### src/rtl/gv_pkg.sv
// Shared types, sizes and helpers for the Guitar Villains note sequencer.
package gv_pkg;

  typedef enum logic [1:0] {
    ST_IDLE = 2'd0,
    ST_PLAY = 2'd1,
    ST_DONE = 2'd2
  } state_e;

  localparam int ROW_W    = 7;
  localparam int SONG_LEN = 32;
  localparam int MAX_MISS = 8;
  localparam int SCORE_W  = 8;
  localparam int MISS_W   = 4;
  localparam int IDX_W    = $clog2(SONG_LEN);
  // One extra bit so beat_idx can rest at SONG_LEN once the song is exhausted.
  localparam int BEAT_W   = $clog2(SONG_LEN + 1);

  // Per-cycle increments are at most 2 (one event per lane).
  function automatic logic [SCORE_W-1:0] sat_inc_score(input logic [SCORE_W-1:0] val,
                                                       input logic [1:0]         inc);
    logic [SCORE_W:0] sum;
    sum = {1'b0, val} + {{(SCORE_W-1){1'b0}}, inc};
    if (sum[SCORE_W]) sat_inc_score = '1;
    else              sat_inc_score = sum[SCORE_W-1:0];
  endfunction

  function automatic logic [MISS_W-1:0] sat_inc_miss(input logic [MISS_W-1:0] val,
                                                     input logic [1:0]        inc);
    logic [MISS_W:0] sum;
    sum = {1'b0, val} + {{(MISS_W-1){1'b0}}, inc};
    if (sum[MISS_W]) sat_inc_miss = '1;
    else             sat_inc_miss = sum[MISS_W-1:0];
  endfunction

endpackage

### src/rtl/gv_note_sequencer_if.sv
// Bus between the song source / buttons / display logic and the sequencer.
//   start, buttons, song_top, song_bot : into the sequencer
//   top_row, bottom_row, score, misses, hit_flash, miss_flash,
//   busy, done, failed                 : out of the sequencer
// master = environment side, slave = sequencer side.
interface gv_note_sequencer_if;
  import gv_pkg::*;

  logic                start;
  logic [1:0]          buttons;
  logic [SONG_LEN-1:0] song_top;
  logic [SONG_LEN-1:0] song_bot;
  logic [ROW_W-1:0]    top_row;
  logic [ROW_W-1:0]    bottom_row;
  logic [SCORE_W-1:0]  score;
  logic [MISS_W-1:0]   misses;
  logic                hit_flash;
  logic                miss_flash;
  logic                busy;
  logic                done;
  logic                failed;

  modport master (
    output start, buttons, song_top, song_bot,
    input  top_row, bottom_row, score, misses, hit_flash, miss_flash, busy, done, failed
  );

  modport slave (
    input  start, buttons, song_top, song_bot,
    output top_row, bottom_row, score, misses, hit_flash, miss_flash, busy, done, failed
  );
endinterface

### src/rtl/gv_lane.sv
// One note lane: LED row shift register, button rising-edge detector and
// hit/miss judgement against the strike column (bit 0).
//   clk, reset  : clock, synchronous active-high reset
//   clear_i     : game start, empties the row and the button history
//   play_i      : game running; presses are ignored otherwise
//   tick_i      : beat strobe, scrolls the row one step toward bit 0
//   entry_i     : note entering at bit ROW_W-1 on this tick
//   button_i    : synchronised lane button level
//   row_o       : LED row
//   pending_o   : row holds any note after this cycle's press was judged
//   hit_o       : press landed on a note
//   miss_o      : bad press, or a note left the strike column unhit
module gv_lane
  import gv_pkg::*;
(
  input  logic             clk,
  input  logic             reset,
  input  logic             clear_i,
  input  logic             play_i,
  input  logic             tick_i,
  input  logic             entry_i,
  input  logic             button_i,
  output logic [ROW_W-1:0] row_o,
  output logic             pending_o,
  output logic             hit_o,
  output logic             miss_o
);

  logic [ROW_W-1:0] row_q, row_d, row_judged;
  logic             btn_prev_q;
  logic             press;

  assign press = play_i & button_i & ~btn_prev_q;

  // Press is judged against the pre-tick row; only what survives the
  // judgement can be a tick miss, so a lane yields at most one event.
  always_comb begin
    row_judged = row_q;
    hit_o      = press & row_q[0];
    miss_o     = press & ~row_q[0];
    if (hit_o) row_judged[0] = 1'b0;
    if (play_i && tick_i && row_judged[0]) miss_o = 1'b1;
    row_d = row_judged;
    if (clear_i)               row_d = '0;
    else if (play_i && tick_i) row_d = {entry_i, row_judged[ROW_W-1:1]};
  end

  assign pending_o = |row_judged;
  assign row_o     = row_q;

  // History cleared on start so a button held through start counts as a press.
  always_ff @(posedge clk) begin
    if (reset) begin
      row_q      <= '0;
      btn_prev_q <= 1'b0;
    end else begin
      row_q      <= row_d;
      btn_prev_q <= clear_i ? 1'b0 : button_i;
    end
  end

endmodule

### src/rtl/gv_note_sequencer.sv
// Guitar Villains game controller: latches a two-lane song, generates the
// beat tick, scrolls notes toward the strike column, judges presses and
// keeps score / misses.
//   clk, reset : clock, synchronous active-high reset
//   bus        : gv_note_sequencer_if.slave (start, buttons, songs in;
//                rows, score, misses, flashes, busy, done, failed out)
//
// state   | meaning
// IDLE    | after reset, waiting for start
// PLAY    | beat ticks run, notes scroll, presses judged
// DONE    | song finished or too many misses; outputs hold until start
module gv_note_sequencer
  import gv_pkg::*;
#(
  parameter int TICK_DIV = 3_000_000
) (
  input  logic                 clk,
  input  logic                 reset,
  gv_note_sequencer_if.slave   bus
);

  localparam int CNT_W = (TICK_DIV > 1) ? $clog2(TICK_DIV) : 1;

  state_e              state_q, state_d;
  logic [CNT_W-1:0]    tick_cnt_q;
  logic [BEAT_W-1:0]   beat_idx_q;
  logic [SONG_LEN-1:0] song_top_q, song_bot_q;
  logic [SCORE_W-1:0]  score_q, score_d;
  logic [MISS_W-1:0]   misses_q, misses_d;
  logic                hit_flash_q, hit_flash_d;
  logic                miss_flash_q, miss_flash_d;
  logic                failed_q, failed_d;

  logic             play, clear, tick, song_left;
  logic             entry_top, entry_bot;
  logic             hit_top, hit_bot, miss_top, miss_bot;
  logic             pend_top, pend_bot;
  logic [1:0]       hit_cnt, miss_cnt;
  logic [ROW_W-1:0] row_top, row_bot;

  assign play      = (state_q == ST_PLAY);
  assign clear     = bus.start & ~play;
  assign tick      = play && (tick_cnt_q == CNT_W'(TICK_DIV - 1));
  assign song_left = (beat_idx_q < BEAT_W'(SONG_LEN));
  assign entry_top = song_left ? song_top_q[beat_idx_q[IDX_W-1:0]] : 1'b0;
  assign entry_bot = song_left ? song_bot_q[beat_idx_q[IDX_W-1:0]] : 1'b0;

  gv_lane u_lane_top (
    .clk       (clk),
    .reset     (reset),
    .clear_i   (clear),
    .play_i    (play),
    .tick_i    (tick),
    .entry_i   (entry_top),
    .button_i  (bus.buttons[1]),
    .row_o     (row_top),
    .pending_o (pend_top),
    .hit_o     (hit_top),
    .miss_o    (miss_top)
  );

  gv_lane u_lane_bot (
    .clk       (clk),
    .reset     (reset),
    .clear_i   (clear),
    .play_i    (play),
    .tick_i    (tick),
    .entry_i   (entry_bot),
    .button_i  (bus.buttons[0]),
    .row_o     (row_bot),
    .pending_o (pend_bot),
    .hit_o     (hit_bot),
    .miss_o    (miss_bot)
  );

  assign hit_cnt  = {1'b0, hit_top}  + {1'b0, hit_bot};
  assign miss_cnt = {1'b0, miss_top} + {1'b0, miss_bot};

  always_comb begin
    score_d      = score_q;
    misses_d     = misses_q;
    hit_flash_d  = hit_flash_q;
    miss_flash_d = miss_flash_q;
    if (clear) begin
      score_d      = '0;
      misses_d     = '0;
      hit_flash_d  = 1'b0;
      miss_flash_d = 1'b0;
    end else begin
      score_d  = sat_inc_score(score_q, hit_cnt);
      misses_d = sat_inc_miss(misses_q, miss_cnt);
      // A tick wipes old flashes; only this cycle's events survive it.
      if (tick) begin
        hit_flash_d  = |hit_cnt;
        miss_flash_d = |miss_cnt;
      end else begin
        hit_flash_d  = hit_flash_q  | (|hit_cnt);
        miss_flash_d = miss_flash_q | (|miss_cnt);
      end
    end
  end

  always_comb begin
    state_d  = state_q;
    failed_d = failed_q;
    unique case (state_q)
      ST_IDLE: begin
        if (bus.start) begin
          state_d  = ST_PLAY;
          failed_d = 1'b0;
        end
      end
      ST_PLAY: begin
        if (misses_d >= MISS_W'(MAX_MISS)) begin
          state_d  = ST_DONE;
          failed_d = 1'b1;
        end else if (tick && !song_left && !pend_top && !pend_bot) begin
          state_d  = ST_DONE;
          failed_d = 1'b0;
        end
      end
      ST_DONE: begin
        if (bus.start) begin
          state_d  = ST_PLAY;
          failed_d = 1'b0;
        end
      end
      default: begin
        state_d  = ST_IDLE;
        failed_d = 1'b0;
      end
    endcase
  end

  always_ff @(posedge clk) begin
    if (reset) begin
      state_q      <= ST_IDLE;
      tick_cnt_q   <= '0;
      beat_idx_q   <= '0;
      song_top_q   <= '0;
      song_bot_q   <= '0;
      score_q      <= '0;
      misses_q     <= '0;
      hit_flash_q  <= 1'b0;
      miss_flash_q <= 1'b0;
      failed_q     <= 1'b0;
    end else begin
      state_q      <= state_d;
      score_q      <= score_d;
      misses_q     <= misses_d;
      hit_flash_q  <= hit_flash_d;
      miss_flash_q <= miss_flash_d;
      failed_q     <= failed_d;
      if (clear) begin
        tick_cnt_q <= '0;
        beat_idx_q <= '0;
        song_top_q <= bus.song_top;
        song_bot_q <= bus.song_bot;
      end else if (play) begin
        tick_cnt_q <= tick ? '0 : tick_cnt_q + CNT_W'(1);
        if (tick && song_left) beat_idx_q <= beat_idx_q + BEAT_W'(1);
      end
    end
  end

  assign bus.top_row    = row_top;
  assign bus.bottom_row = row_bot;
  assign bus.score      = score_q;
  assign bus.misses     = misses_q;
  assign bus.hit_flash  = hit_flash_q;
  assign bus.miss_flash = miss_flash_q;
  assign bus.busy       = play;
  assign bus.done       = (state_q == ST_DONE);
  assign bus.failed     = failed_q;

endmodule

### src/flat_wrapper.sv
// flat-port wrapper written by rule: the top's interface ports become plain ports
module gv_note_sequencer_flat import gv_pkg::*;
#(
  parameter int TICK_DIV = 3_000_000
)
  (clk, reset, bus_start, bus_buttons, bus_song_top, bus_song_bot, bus_top_row, bus_bottom_row, bus_score, bus_misses, bus_hit_flash, bus_miss_flash, bus_busy, bus_done, bus_failed);
  gv_note_sequencer_if bus_i ();
  input  logic clk;
  input  logic reset;
  input wire logic [$bits(bus_i.start)-1:0] bus_start;
  input wire logic [$bits(bus_i.buttons)-1:0] bus_buttons;
  input wire logic [$bits(bus_i.song_top)-1:0] bus_song_top;
  input wire logic [$bits(bus_i.song_bot)-1:0] bus_song_bot;
  output wire logic [$bits(bus_i.top_row)-1:0] bus_top_row;
  output wire logic [$bits(bus_i.bottom_row)-1:0] bus_bottom_row;
  output wire logic [$bits(bus_i.score)-1:0] bus_score;
  output wire logic [$bits(bus_i.misses)-1:0] bus_misses;
  output wire logic [$bits(bus_i.hit_flash)-1:0] bus_hit_flash;
  output wire logic [$bits(bus_i.miss_flash)-1:0] bus_miss_flash;
  output wire logic [$bits(bus_i.busy)-1:0] bus_busy;
  output wire logic [$bits(bus_i.done)-1:0] bus_done;
  output wire logic [$bits(bus_i.failed)-1:0] bus_failed;
  assign bus_i.start = bus_start;
  assign bus_i.buttons = bus_buttons;
  assign bus_i.song_top = bus_song_top;
  assign bus_i.song_bot = bus_song_bot;
  assign bus_top_row = bus_i.top_row;
  assign bus_bottom_row = bus_i.bottom_row;
  assign bus_score = bus_i.score;
  assign bus_misses = bus_i.misses;
  assign bus_hit_flash = bus_i.hit_flash;
  assign bus_miss_flash = bus_i.miss_flash;
  assign bus_busy = bus_i.busy;
  assign bus_done = bus_i.done;
  assign bus_failed = bus_i.failed;
  gv_note_sequencer #(.TICK_DIV(TICK_DIV)) u_core (.clk(clk), .reset(reset), .bus(bus_i));
endmodule
### config.mk
export PLATFORM = sky130hd
export DESIGN_NAME = gv_note_sequencer_flat
export DESIGN_NICKNAME = d
export VERILOG_FILES = /design/src/rtl/gv_pkg.sv /design/src/rtl/gv_note_sequencer_if.sv /design/src/rtl/gv_lane.sv /design/src/rtl/gv_note_sequencer.sv /design/src/flat_wrapper.sv
export SDC_FILE = /design/constraint.sdc
export NUM_CORES = 1
export LEC_CHECK = 0
export ABC_AREA = 1
export CAP_MARGIN = 20
export CORE_MARGIN = 5
export CORE_UTILIZATION = 45
export CTS_CLUSTER_DIAMETER = 50
export CTS_CLUSTER_SIZE = 24
export DETAILED_ROUTE_END_ITERATION = 10
export PLACE_DENSITY = 0.69
export SLEW_MARGIN = 20
export SYNTH_ARGS = -nofsm -noshare
export SYNTH_HDL_FRONTEND = slang
export SYNTH_HIERARCHICAL = 1
export SYNTH_SLANG_ARGS = --single-unit
### constraint.sdc
create_clock -name clk -period 3.4 [get_ports clk]
set_clock_uncertainty 0.05 [all_clocks]
set_input_delay 0.51 -clock clk [delete_from_list [all_inputs] [get_ports clk]]
set_output_delay 0.51 -clock clk [all_outputs]
set_load 0.05 [all_outputs]
==> qor.yml <==
dp_hpwl_um: 11000
seq_area_frac_synth: 0.410
clockBufferDepth: 2
fmax_mhz: 315
seq_area_sq_um: 2510
final-max-slew-violation-count: 0
yosysTopAreaCellShare: 0.410
antenna_found_initial: 0
final.period_utilization: 0.935
die_w_um: 126
ant_nets: 0
synth-seq-cells: 125
place_ws_ps: 68.8
gr-total-overflow: 0
cp.required_ps: 3690
drc: 0
die_y_um: 126
worstReg2RegEnd: "u_core/bus.score[4]$_SDFF_PP0_"
grt_setup_unrepaired: "yes"
synth_compound_area_frac: 0.133
num_vias: 5870
final_cells: 1186
grt_pass1_vias: 5568
postLayoutCoreUtil: 0.594
num_rows: 42
synthTopCellsByCount: "nor2_1, nand2_1, dfxtp_1"
cts_tree: "yes"
firstDrtPassIters: 5
dp_cells: 1153
clkTransAtPathRegs_ps: 50
viasPerCell: 4.95
cts_buffers: 17
irDropWorstVdd_uv: 311
synthMostInstantiatedCell: "nor2_1"
synthFlopType: "dfxtp_1"
critPathLaunchType: "flop"
cp.arrival_ps: 3470
muxShareOfSynthArea: 0
port_buffers: 99
synth.distinct_cells: 36
crit_start: "u_core/state_q[0]$_SDFFE_PP0P_"
cts_sinks: 125
initial_core_util: 0.461
netlist_area_sq_um: 6100
synth_xor_area_frac: 0.0129
num_io_pins: 100
final_nets: 1078
hold_path.class: "flop to flop"
reg2reg_slack_ps: 220
worstSetupPathType: "flop to flop"
finalWirelength_um: 15800
cts_root_buf: "clkbuf_16"
drive_above_1_share: 0.0970
r2r_cells: 15
tightest_slew_ps: 594
p_total_w: 0.00372
syn_avg_cell_area_sq_um: 6.75
diodes: 0
worstSetupEndpoint: "u_core/bus.score[4]$_SDFF_PP0_"
path_max_fanout: 12
crit_path_end_kind: "flop"
gr-usage-all-layers: 0.198
grt_pass1_wl_um: 26000
grt_max_degree: 72
synth-edff-count: 0
area_growth_pct: 29.0
status: "finished, final reports clean"
routabilityCongestion: 0.904
cts.htree.levels: 4
synth_warnings: 6
nFillCells: 1288
hold_violations: 0
relSlewSlack: 0.604
syn-num-nets: 984
synthAdderAreaFrac: 0.0271
yosys.area.top_type: "dfxtp_1"
drt_iter0_markers: 427
synth.area.top_cells: "dfxtp_1, nor2_1, o21ai_0"
cap_violations: 0
coreArea_sq_um: 13200
insertion_delay_ps: 420
syn_inst: 903
r2r-start: "u_core/state_q[0]$_SDFFE_PP0P_"
async_reset_ff_frac: 0
fin_ws_ps: 223
synth_top_family_by_area: "simple AND/OR/NAND/NOR gates"
setup_viol: 0
p_leak_nw: 3.21
period_needed_ps: 3180
wire_per_inst_um: 13.4
synthSimpleGateAreaFrac: 0.333
postCtsHoldBufs: 0
multi_input_comb_area_sq_um: 3130
p_per_area_nw_per_um2: 472
whs_path_depth: 2
die_area_sq_um: 16000
placed cells by master (no fill, tap or decap), types with 4 or more instances in the layout:
master / n
nand4_1: 12
clkdlybuf4s50_1: 99
clkinv_2: 5
nor2_2: 6
dfxtp_2: 6
xor2_1: 9
buf_4: 12
inv_2: 10
nor3_1: 12
nand2_1: 125
clkbuf_16: 17
nor2_1: 246
o21ai_0: 117
o21ai_1: 4
nand3_1: 43
nand2_2: 12
inv_1: 72
o211ai_1: 4
dfxtp_1: 118
a21oi_1: 29
ha_1: 8
worst max-delay path: stages (launching register included):
cell	delay (ps)
dfxtp_1	390
nand2_2	90
buf_4	210
inv_2	160
nand4_1	140
inv_1	90
inv_1	40
ha_1	320
ha_1	170
inv_1	60
fa_1	410
nor2_1	150
nand4_1	190
nor3_2	300
inv_1	140
a21oi_1	160
logic make-up (layout without fill, tap and decap cells):
kind of cell	after synthesis	count (layout)
compound gates	158	158
simple gates	476	476
flops	125	125
buf+inv	123	230
xor+xnor	9	9
fa+ha+maj	12	12
power breakdown:
part	internal [W]	switching, W	leakage [nW]
combinational	0.000159	0.000203	1.90
sequential	0.00154	0.0000352	1.03
clock	0.00113	0.000650	0.285
total	0.00283	0.000888	3.21
routing by layer:
layer | vias up | GRT usage | share of wire
met4 | 0 | 0.0644 | 0.012
met3 | 20 | 0.0504 | 0.061
met1 | 2619 | 0.251 | 0.45
met5 | - | 0 | 0
met2 | 160 | 0.332 | 0.47
li1 | 3071 | - | -
worst min-delay path by stage:
stage	to	startpoint	slack, ps
final	u_core/song_bot_q[13]$_SDFFE_PP0P_	u_core/song_bot_q[13]$_SDFFE_PP0P_	410
after global routing	u_core/song_bot_q[31]$_SDFFE_PP0P_	u_core/song_bot_q[31]$_SDFFE_PP0P_	430
after CTS	u_core/song_top_q[29]$_SDFFE_PP0P_	u_core/song_top_q[29]$_SDFFE_PP0P_	410
after detailed placement	u_core/song_top_q[29]$_SDFFE_PP0P_	u_core/song_top_q[29]$_SDFFE_PP0P_	400
after global placement	u_core/bus.hit_flash$_SDFF_PP0_	u_core/bus.hit_flash$_SDFF_PP0_	390
after floorplan	u_core/song_bot_q[13]$_SDFFE_PP0P_	u_core/song_bot_q[13]$_SDFFE_PP0P_	380
metrics by stage:
step | TNS [ps] | area, sq um | hold WS (ps)
2_1_floorplan | 0 | 6100 | 379
6_report | 0 | 7870 | 405
5_1_grt | -36.8 | 7870 | 435
3_5_place_dp | 0 | 7220 | 398
4_1_cts | 0 | 7810 | 406
3_3_place_gp | 0 | 7220 | 389
area by class of cell:
type,instances,share of cell area
multi-input combinational,655,0.398
sequential,125,0.319
timing repair buffer,111,0.137
clock buffer,21,0.0598
inverter,87,0.0431
tap,176,0.0280
clock inverter,11,0.0148
flip-flops by register name, summed over array words and instances, names as in the netlist:
register                      count
u_core/u_lane_bot/btn_prev_q      1
u_core/bus.hit_flash              1
u_core/state_q                    2
u_core/bus.score                  8
u_core/bus.failed                 1
u_core/song_bot_q                32
u_core/bus.miss_flash             1
u_core/tick_cnt_q                22
u_core/u_lane_top/row_o           7
u_core/song_top_q                32
u_core/beat_idx_q                 6
u_core/u_lane_top/btn_prev_q      1
u_core/bus.misses                 4
u_core/u_lane_bot/row_o           7
timing repair:
| item | in CTS | in global routing |
|---|---|---|
| setup buffers | 0 | 1 |
| endpoints found under the setup margin | 0 | 10 |
| gates resized for setup | 0 | 25 |
Note: power is estimated with default switching activity, not from simulation.
